[src/rtl/ppg_afe_emulator.sv]
// Closed-loop plant model of the PPG photodiode/PGA/ADC chain: LED/DC-comp/gain in, 8-bit samples out.
// Optional build macro AFE_NOISE_EN adds an 8-bit LFSR noise term to each accepted sample.
module ppg_afe_emulator #(
   parameter int unsigned RED_DC_GAIN  = 20,
   parameter int unsigned IR_DC_GAIN   = 22,
   parameter int unsigned RED_AC       = 1,
   parameter int unsigned IR_AC        = 1,
   parameter int unsigned WAVE_MAX     = 15,
   parameter int unsigned COMP_STEP    = 2,
   parameter int unsigned BIAS         = 128,
   parameter int unsigned DARK_RAW     = 16,
   parameter int unsigned SETTLE_TICKS = 2
) (
   input  logic       CLK,
   input  logic       rst,
   input  logic       LED_RED,
   input  logic       LED_IR,
   input  logic [3:0] LED_DRIVE,
   input  logic [6:0] DC_Comp,
   input  logic [3:0] PGA_Gain,
   input  logic       CLK_Filter,
   output logic [7:0] ADC,
   output logic       ADC_valid
);

   typedef enum logic [1:0] {CH_NONE, CH_DARK, CH_RED, CH_IR} chan_t;

   chan_t              ch_now, ch_prev;
   logic               filt_q, tick, accept;
   logic [7:0]         wave;
   logic               wave_up;
   logic [7:0]         settle_cnt, settle_eff;
   logic [11:0]        raw;
   logic [13:0]        noise, diff_c;
   logic               s1_valid, s2_valid;
   logic signed [13:0] s1_diff;
   logic [4:0]         s1_gp1;
   logic signed [18:0] s2_prod, sum;
   logic [7:0]         sat;

   assign tick = CLK_Filter & ~filt_q;

   always_comb begin
      if (LED_RED && !LED_IR)      ch_now = CH_RED;
      else if (LED_IR && !LED_RED) ch_now = CH_IR;
      else                         ch_now = CH_DARK;
   end

   // A channel change reloads the settle count and that same tick already consumes one slot
   assign settle_eff = (ch_prev != CH_NONE && ch_now != ch_prev) ? 8'(SETTLE_TICKS) : settle_cnt;
   assign accept     = tick && (settle_eff == 8'd0);

   always_comb begin
      unique case (ch_now)
         CH_RED:  raw = 12'(LED_DRIVE) * 12'(RED_DC_GAIN) + 12'(RED_AC) * 12'(wave);
         CH_IR:   raw = 12'(LED_DRIVE) * 12'(IR_DC_GAIN) + 12'(IR_AC) * 12'(wave);
         default: raw = 12'(DARK_RAW);
      endcase
   end

`ifdef AFE_NOISE_EN
   logic [7:0] lfsr;

   always_ff @(posedge CLK) begin
      if (rst)         lfsr <= 8'hA5;
      else if (accept) lfsr <= {lfsr[6:0], lfsr[7] ^ lfsr[5] ^ lfsr[4] ^ lfsr[3]};
   end

   assign noise = 14'(lfsr[1:0]) - 14'd2;
`else
   assign noise = '0;
`endif

   assign diff_c = 14'(raw) - 14'(COMP_STEP) * 14'(DC_Comp) - 14'(BIAS) + noise;

   assign sum = s2_prod + 19'sd128;

   always_comb begin
      if (sum[18])             sat = 8'd0;
      else if (sum > 19'sd255) sat = 8'hFF;
      else                     sat = sum[7:0];
   end

   always_ff @(posedge CLK) begin
      if (rst) begin
         filt_q     <= 1'b0;
         wave       <= '0;
         wave_up    <= 1'b1;
         settle_cnt <= '0;
         ch_prev    <= CH_NONE;
         s1_valid   <= 1'b0;
         s1_diff    <= '0;
         s1_gp1     <= '0;
         s2_valid   <= 1'b0;
         s2_prod    <= '0;
         ADC        <= 8'h80;
         ADC_valid  <= 1'b0;
      end else begin
         filt_q   <= CLK_Filter;
         s1_valid <= accept;
         if (tick) begin
            ch_prev    <= ch_now;
            settle_cnt <= (settle_eff != 8'd0) ? settle_eff - 8'd1 : '0;
            if (wave_up) begin
               wave <= wave + 8'd1;
               if (wave == 8'(WAVE_MAX - 1)) wave_up <= 1'b0;
            end else begin
               wave <= wave - 8'd1;
               if (wave == 8'd1) wave_up <= 1'b1;
            end
         end
         if (accept) begin
            s1_diff <= $signed(diff_c);
            s1_gp1  <= 5'(PGA_Gain) + 5'd1;
         end
         s2_valid <= s1_valid;
         if (s1_valid) s2_prod <= $signed({{5{s1_diff[13]}}, s1_diff}) * $signed({14'd0, s1_gp1});
         ADC_valid <= s2_valid;
         if (s2_valid) ADC <= sat;
      end
   end

endmodule

[config.mk]
export PLATFORM = sky130hd
export DESIGN_NAME = ppg_afe_emulator
export DESIGN_NICKNAME = d
export VERILOG_FILES = /design/src/rtl/ppg_afe_emulator.sv
export SDC_FILE = /design/constraint.sdc
export NUM_CORES = 1
export LEC_CHECK = 0
export BUFFER_PORTS_ARGS = -buffer_cell sky130_fd_sc_hd__buf_2
export CAP_MARGIN = 20
export CORE_UTILIZATION = 50
export DETAILED_ROUTE_END_ITERATION = 16
export GPL_TIMING_DRIVEN = 0
export MAX_ROUTING_LAYER = met4
export PLACE_DENSITY = 0.67
export SLEW_MARGIN = 40
export SYNTH_ARGS = -nofsm -noshare
export SYNTH_HDL_FRONTEND = slang
export SYNTH_SLANG_ARGS = --single-unit
[constraint.sdc]
create_clock -name CLK -period 7.4 [get_ports CLK]
set_input_delay 0 -clock CLK [delete_from_list [all_inputs] [get_ports CLK]]
set_output_delay 0 -clock CLK [all_outputs]
set_load 0.02 [all_outputs]
Word level (Yosys, flattened, before mapping):

Cells that the tools add are included.

* muxes and demuxes: 11
* add/sub/neg operators: 9
* multipliers: 3
* equality and inequality tests: 5
* bitwise logic cells: 2
* reductions and logical operators: 9
* order comparisons: 1

Operator list (count)
* $mux W8: 5
* $add A9 B8 Y10: 2
* $pmux W10 S2: 1
* $add A19 B9 Y19 const B: 1
* $gt A19 B9 Y1 const B: 1
* $mul A14 B6 Y19: 1
* $sub A8 B1 Y8 const B: 2
* $sub A11 B9 Y12 const B: 1
* $sub A10 B8 Y11: 1
* $add A8 B1 Y8 const B: 1
* $eq A8 B1 Y1 const B: 1
* $eq A8 B4 Y1 const B: 1
* $logic_not A8 Y1: 1
* $mul A4 B4 Y8 const B: 1
* $reduce_bool A8 Y1: 1
* $mul A4 B3 Y7 const B: 1
* $add A4 B1 Y5 const B: 1
* $eq A2 B2 Y1 const B: 2
* $logic_and A1 B1 Y1: 4
* $mux W2: 2
* $mux W1: 3
* $logic_not A1 Y1: 2
* $ne A2 B2 Y1: 1
* $reduce_bool A2 Y1: 1
* 2 further kinds: 2

* register bits: 69
* input bits: 20
* word-level logic and storage cells: 52
* output and inout bits: 9

Logic depth before layout (Yosys ltp):

* word-level depth: 9
* mapped depth: 26
* mapped depth without buffers: 26

Worst setup path after synthesis:

No wires, ideal clock.

* path type: input to register
* start: in LED_DRIVE[0]
* end: reg s1_diff[9]
* data required time: 7264 ps
* setup time: 136 ps
* data arrival time: 4044 ps
* stages: 23
* setup slack: 3220 ps
* path through: ha_1 -> ha_1 -> ha_1 -> a21o_1 -> a211oi_1 -> nor2_1 -> ha_1 -> o211ai_2 -> a21oi_2 -> nor2_1 -> xnor2_1 -> a22oi_1 -> nor2_1 -> ha_1 -> o21a_1 -> o31a_1 -> nor3_1 -> inv_1 -> ha_1 -> o41ai_1 -> nor2_1 -> nand3_1 -> o211ai_1

* longest elaborated chain between the ends: 5
* elaborated cells on any way between the ends: 7

Ends and longest elaborated chain
* start: declaration: RTL line 18 `input logic [3:0] LED_DRIVE,`
* $mul A4 B4 Y8 or $mul A4 B3 Y7 (tied branches): RTL line 56, 55
* $add A9 B8 Y10 (on tied branches): RTL line 56, 55
* $pmux W10 S2 (*): RTL line 54 `unique case (ch_now)`
* $sub A10 B8 Y11 (*): RTL line 74 `assign diff_c = 14'(raw) - 14'(COMP_STEP) * 14'(DC_Comp) - 14'(BIAS) + noise;`
* $sub A11 B9 Y12 (*): RTL line 74
* end signal: assignment: RTL line 113 `s1_diff <= $signed(diff_c);`
* end: declaration: RTL line 36 `logic signed [13:0] s1_diff;`

Mark *: on every way between the ends. The rest lies on a longest branch, timed or not.
A chain may end at the register's enable or synchronous reset.

Worst setup path in the final report:

* start: in LED_DRIVE[1]
* end: reg s1_diff[9]

Same word-level chain as after synthesis.

==> impl_metrics.toml <==
[clocking]
clock_sinks = 67
htree_num_levels = 3
cts_tree = "built"
clock_latency_ps = 330
cts.path.max_buffers = 2
cts_resized = 0
numCtsBuffers = 9
clk_pin_slew_ps = 50
cts-root-buf = "clkbuf_16"

[worst_setup_path]
start_kind = "input pin"
critPathLaunch = "LED_DRIVE[1]"
crit_arrival_ps = 4810
criticalPathCategory = "in2reg"
worstReg2RegEnd = "s2_prod[17]"
crit_fanout = 5
r2r_slack_ps = 2960
reg2reg_from = "s1_gp1[0]"
required_ps = 7600
path_cells = "buf_2 -> ha_1 -> ha_1 -> fa_1 -> o21ai_0 -> nor2_1 -> nor2_1 -> ha_1 -> o211ai_2 -> a21oi_2 -> nor2_1 -> xnor2_1 -> a22oi_1 -> nor2_1 -> ha_1 -> o21a_1 -> o31a_1 -> nor3_1 -> inv_1 -> ha_1 -> o41ai_1 -> nor2_1 -> nand3_1 -> o211ai_1"
cpMaxStageDelayCell = "fa_1"
crit_path_end_kind = "flop"
r2r_cells = 15
endpoint = "s1_diff[9]"
max_stage_delay_ps = 600

[pwr]
cellLeakagePower_nw = 3.29
power_mw = 1.27
vdd_ir_drop_max_uv = 106
powerDensity_mw_per_mm2 = 178

[timing]
maxSlewViolCount = 0
setup_tns_ps = 0
setup-violations-final = 0
finalWorstPathRequiredPeriod_ps = 4610
tightest_slew_ps = 656
hold_ws_ps = 40.6
fin_skew_ps = 4.03
slew-limit-headroom_pct = 56.3
rsz0062_at_grt = "no"
final_hold_viol_count = 0
fin_crit_sh_pct = 62.3
fmax_mhz = 217

[synth]
ys_seq_area_share_pct = 20.8
ys.flop_type = "dfxtp_1"
yosysUniqueCellTypes = 70
synth_area_mm2 = 0.00644
synth_top_area_share_pct = 20.8
postSynth.asyncResetShare_pct = 0
synth-edff-count = 0
avgSynthCellArea_um2 = 8.58
synth_nets = 892
syn_inst = 751
synthTopCellsByArea = "dfxtp_1, ha_1, fa_1"
yosysTopAreaCell = "dfxtp_1"
ys_seq_elements = 67
yosysWarningCount = 0

[layout]
fin_nets = 936
final_common_cell = "ha_1"
syn2layout_area_growth_pct = 11.2
diodes = 0
nFillCells = 1141
drive_gt1_share_pct = 8.64
design_area_mm2 = 0.00716
final_cell_mix = "ha_1, nor2_1, dfxtp_1"

[grt]
overflow = 0
grt_max_degree = 12
track_usage_pct = 24.9
antenna_found_initial = 0
grt_pass1_wl_um = 25200
grt_pass1_vias = 5380

[die]
core_mm2 = 0.0126
row_count = 41
die_h_um = 116
dieArea_mm2 = 0.0133
initial_utilization_pct = 51.2
die_x_um = 116
io_pins = 29

[placement]
dpl_cell_area_mm2 = 0.00679
portBuffers = 27
gp_congestion = 0.904
place_hpwl_um = 12200

[drt]
wl_um = 15100
drt_iter0_drc = 320
wl_per_cell_um = 15.6
drtAntennaViolNets = 0
drtPass1Iterations = 5
vias = 5457
via_per_inst = 5.62
route.detailed.drc = 0

[run_status]
outcome = "finished clean"

[flow_run]
maxCapViolCount = 0

[hold_path]
hp-class = "in2reg"
-- worst min-delay path by stage --
stage                      from          to  slack [ps]  depth (start not counted)
CTS                  DC_Comp[1]  s1_diff[2]          40                          3
global placement    PGA_Gain[0]   s1_gp1[0]         220                          2
floorplan           PGA_Gain[0]   s1_gp1[0]         100                          1
global route         DC_Comp[1]  s1_diff[2]          50                          3
finish               DC_Comp[1]  s1_diff[2]          40                          3
detailed placement  PGA_Gain[0]   s1_gp1[0]         230                          2
-- routing by layer --
| layer | vias to the layer above | GRT usage [%] | wire length [um] |
|---|---|---|---|
| met4 | 0 | 9.61 | 407 |
| met1 | 2593 | 30.5 | 7070 |
| met2 | 113 | 41.3 | 7140 |
| met5 | - | - | 0 |
| met3 | 37 | 3.77 | 533 |
| li1 | 2714 | - | - |
-- sequential cells by signal, summed over array words and instances (netlist names) --
signal      count
wave            8
filt_q          1
wave_up         1
ch_prev         2
settle_cnt      8
ADC             8
ADC_valid       1
s2_valid        1
s1_valid        1
s1_gp1          5
s1_diff        12
s2_prod        19
-- cell families after synthesis --
group           Yosys count  synth area share, %
fa+ha+maj               121                 28.5
flops                    67                 20.8
xor+xnor                 36                 4.90
compound gates          177                 18.5
mux                      13                 2.02
buf+inv                  76                 4.82
simple gates            261                 20.4
-- critical path, delay by kind of cell --
family | cells | cell delay (ps)
xor gates and xnor gates | 1 | 120
AOI/OAI and AO/OA | 8 | 1340
and+or+nand+nor | 7 | 1060
buffers and inverters | 2 | 240
adders and majority gates | 6 | 2040
-- report_power, final --
group	total (mW)	switching, mW	internal [mW]
Clock	0.449	0.157	0.292
Combinational	0.395	0.235	0.160
Sequential	0.429	0.0378	0.391
-- final cells by class --
class	instances	area, um^2	share of cell area, %
flip-flops and latches	67	1340	18.7
repair buffers	33	195	2.73
multi-input cells	608	4790	66.9
clock inverters	5	78.8	1.10
plain buffers	26	123	1.71
well taps	172	215	3.01
clock buffers	10	229	3.20
inverters	50	188	2.62
-- through the flow --
stage | utilization, % | instances | setup slack, ps
detailed placement | 54.0 | 950 | 2440
global placement | 54.0 | 950 | 2580
floorplan | - | 751 | 3220
finish | 57.0 | 971 | 2790
global route | 57.0 | 971 | 2410
CTS | 57.0 | 971 | 2770
-- Yosys cell counts, drive strengths merged (6+ instances only) --
library cell and n:
inv 48, o21ai 35, mux2i 13, clkbuf 18
nor2b 7, o21bai 6, a211oi 21, or3 6
a21o 13, nand2 66, nor2 70, fa 43
a21oi 54, dfxtp 67, a22oi 7, nand3 18
ha 78, and2 40, nand4 10, buf 8
xnor2 25, nand2b 10, nor3 13, xor2 11
-- timing repair --
item	in CTS	in global routing
hold buffers	6	0
endpoints found under the hold margin	7	0
buffers inserted	0	0
setup endpoints to repair	0	0
No activity file was read; power rests on OpenSTA's default activity.
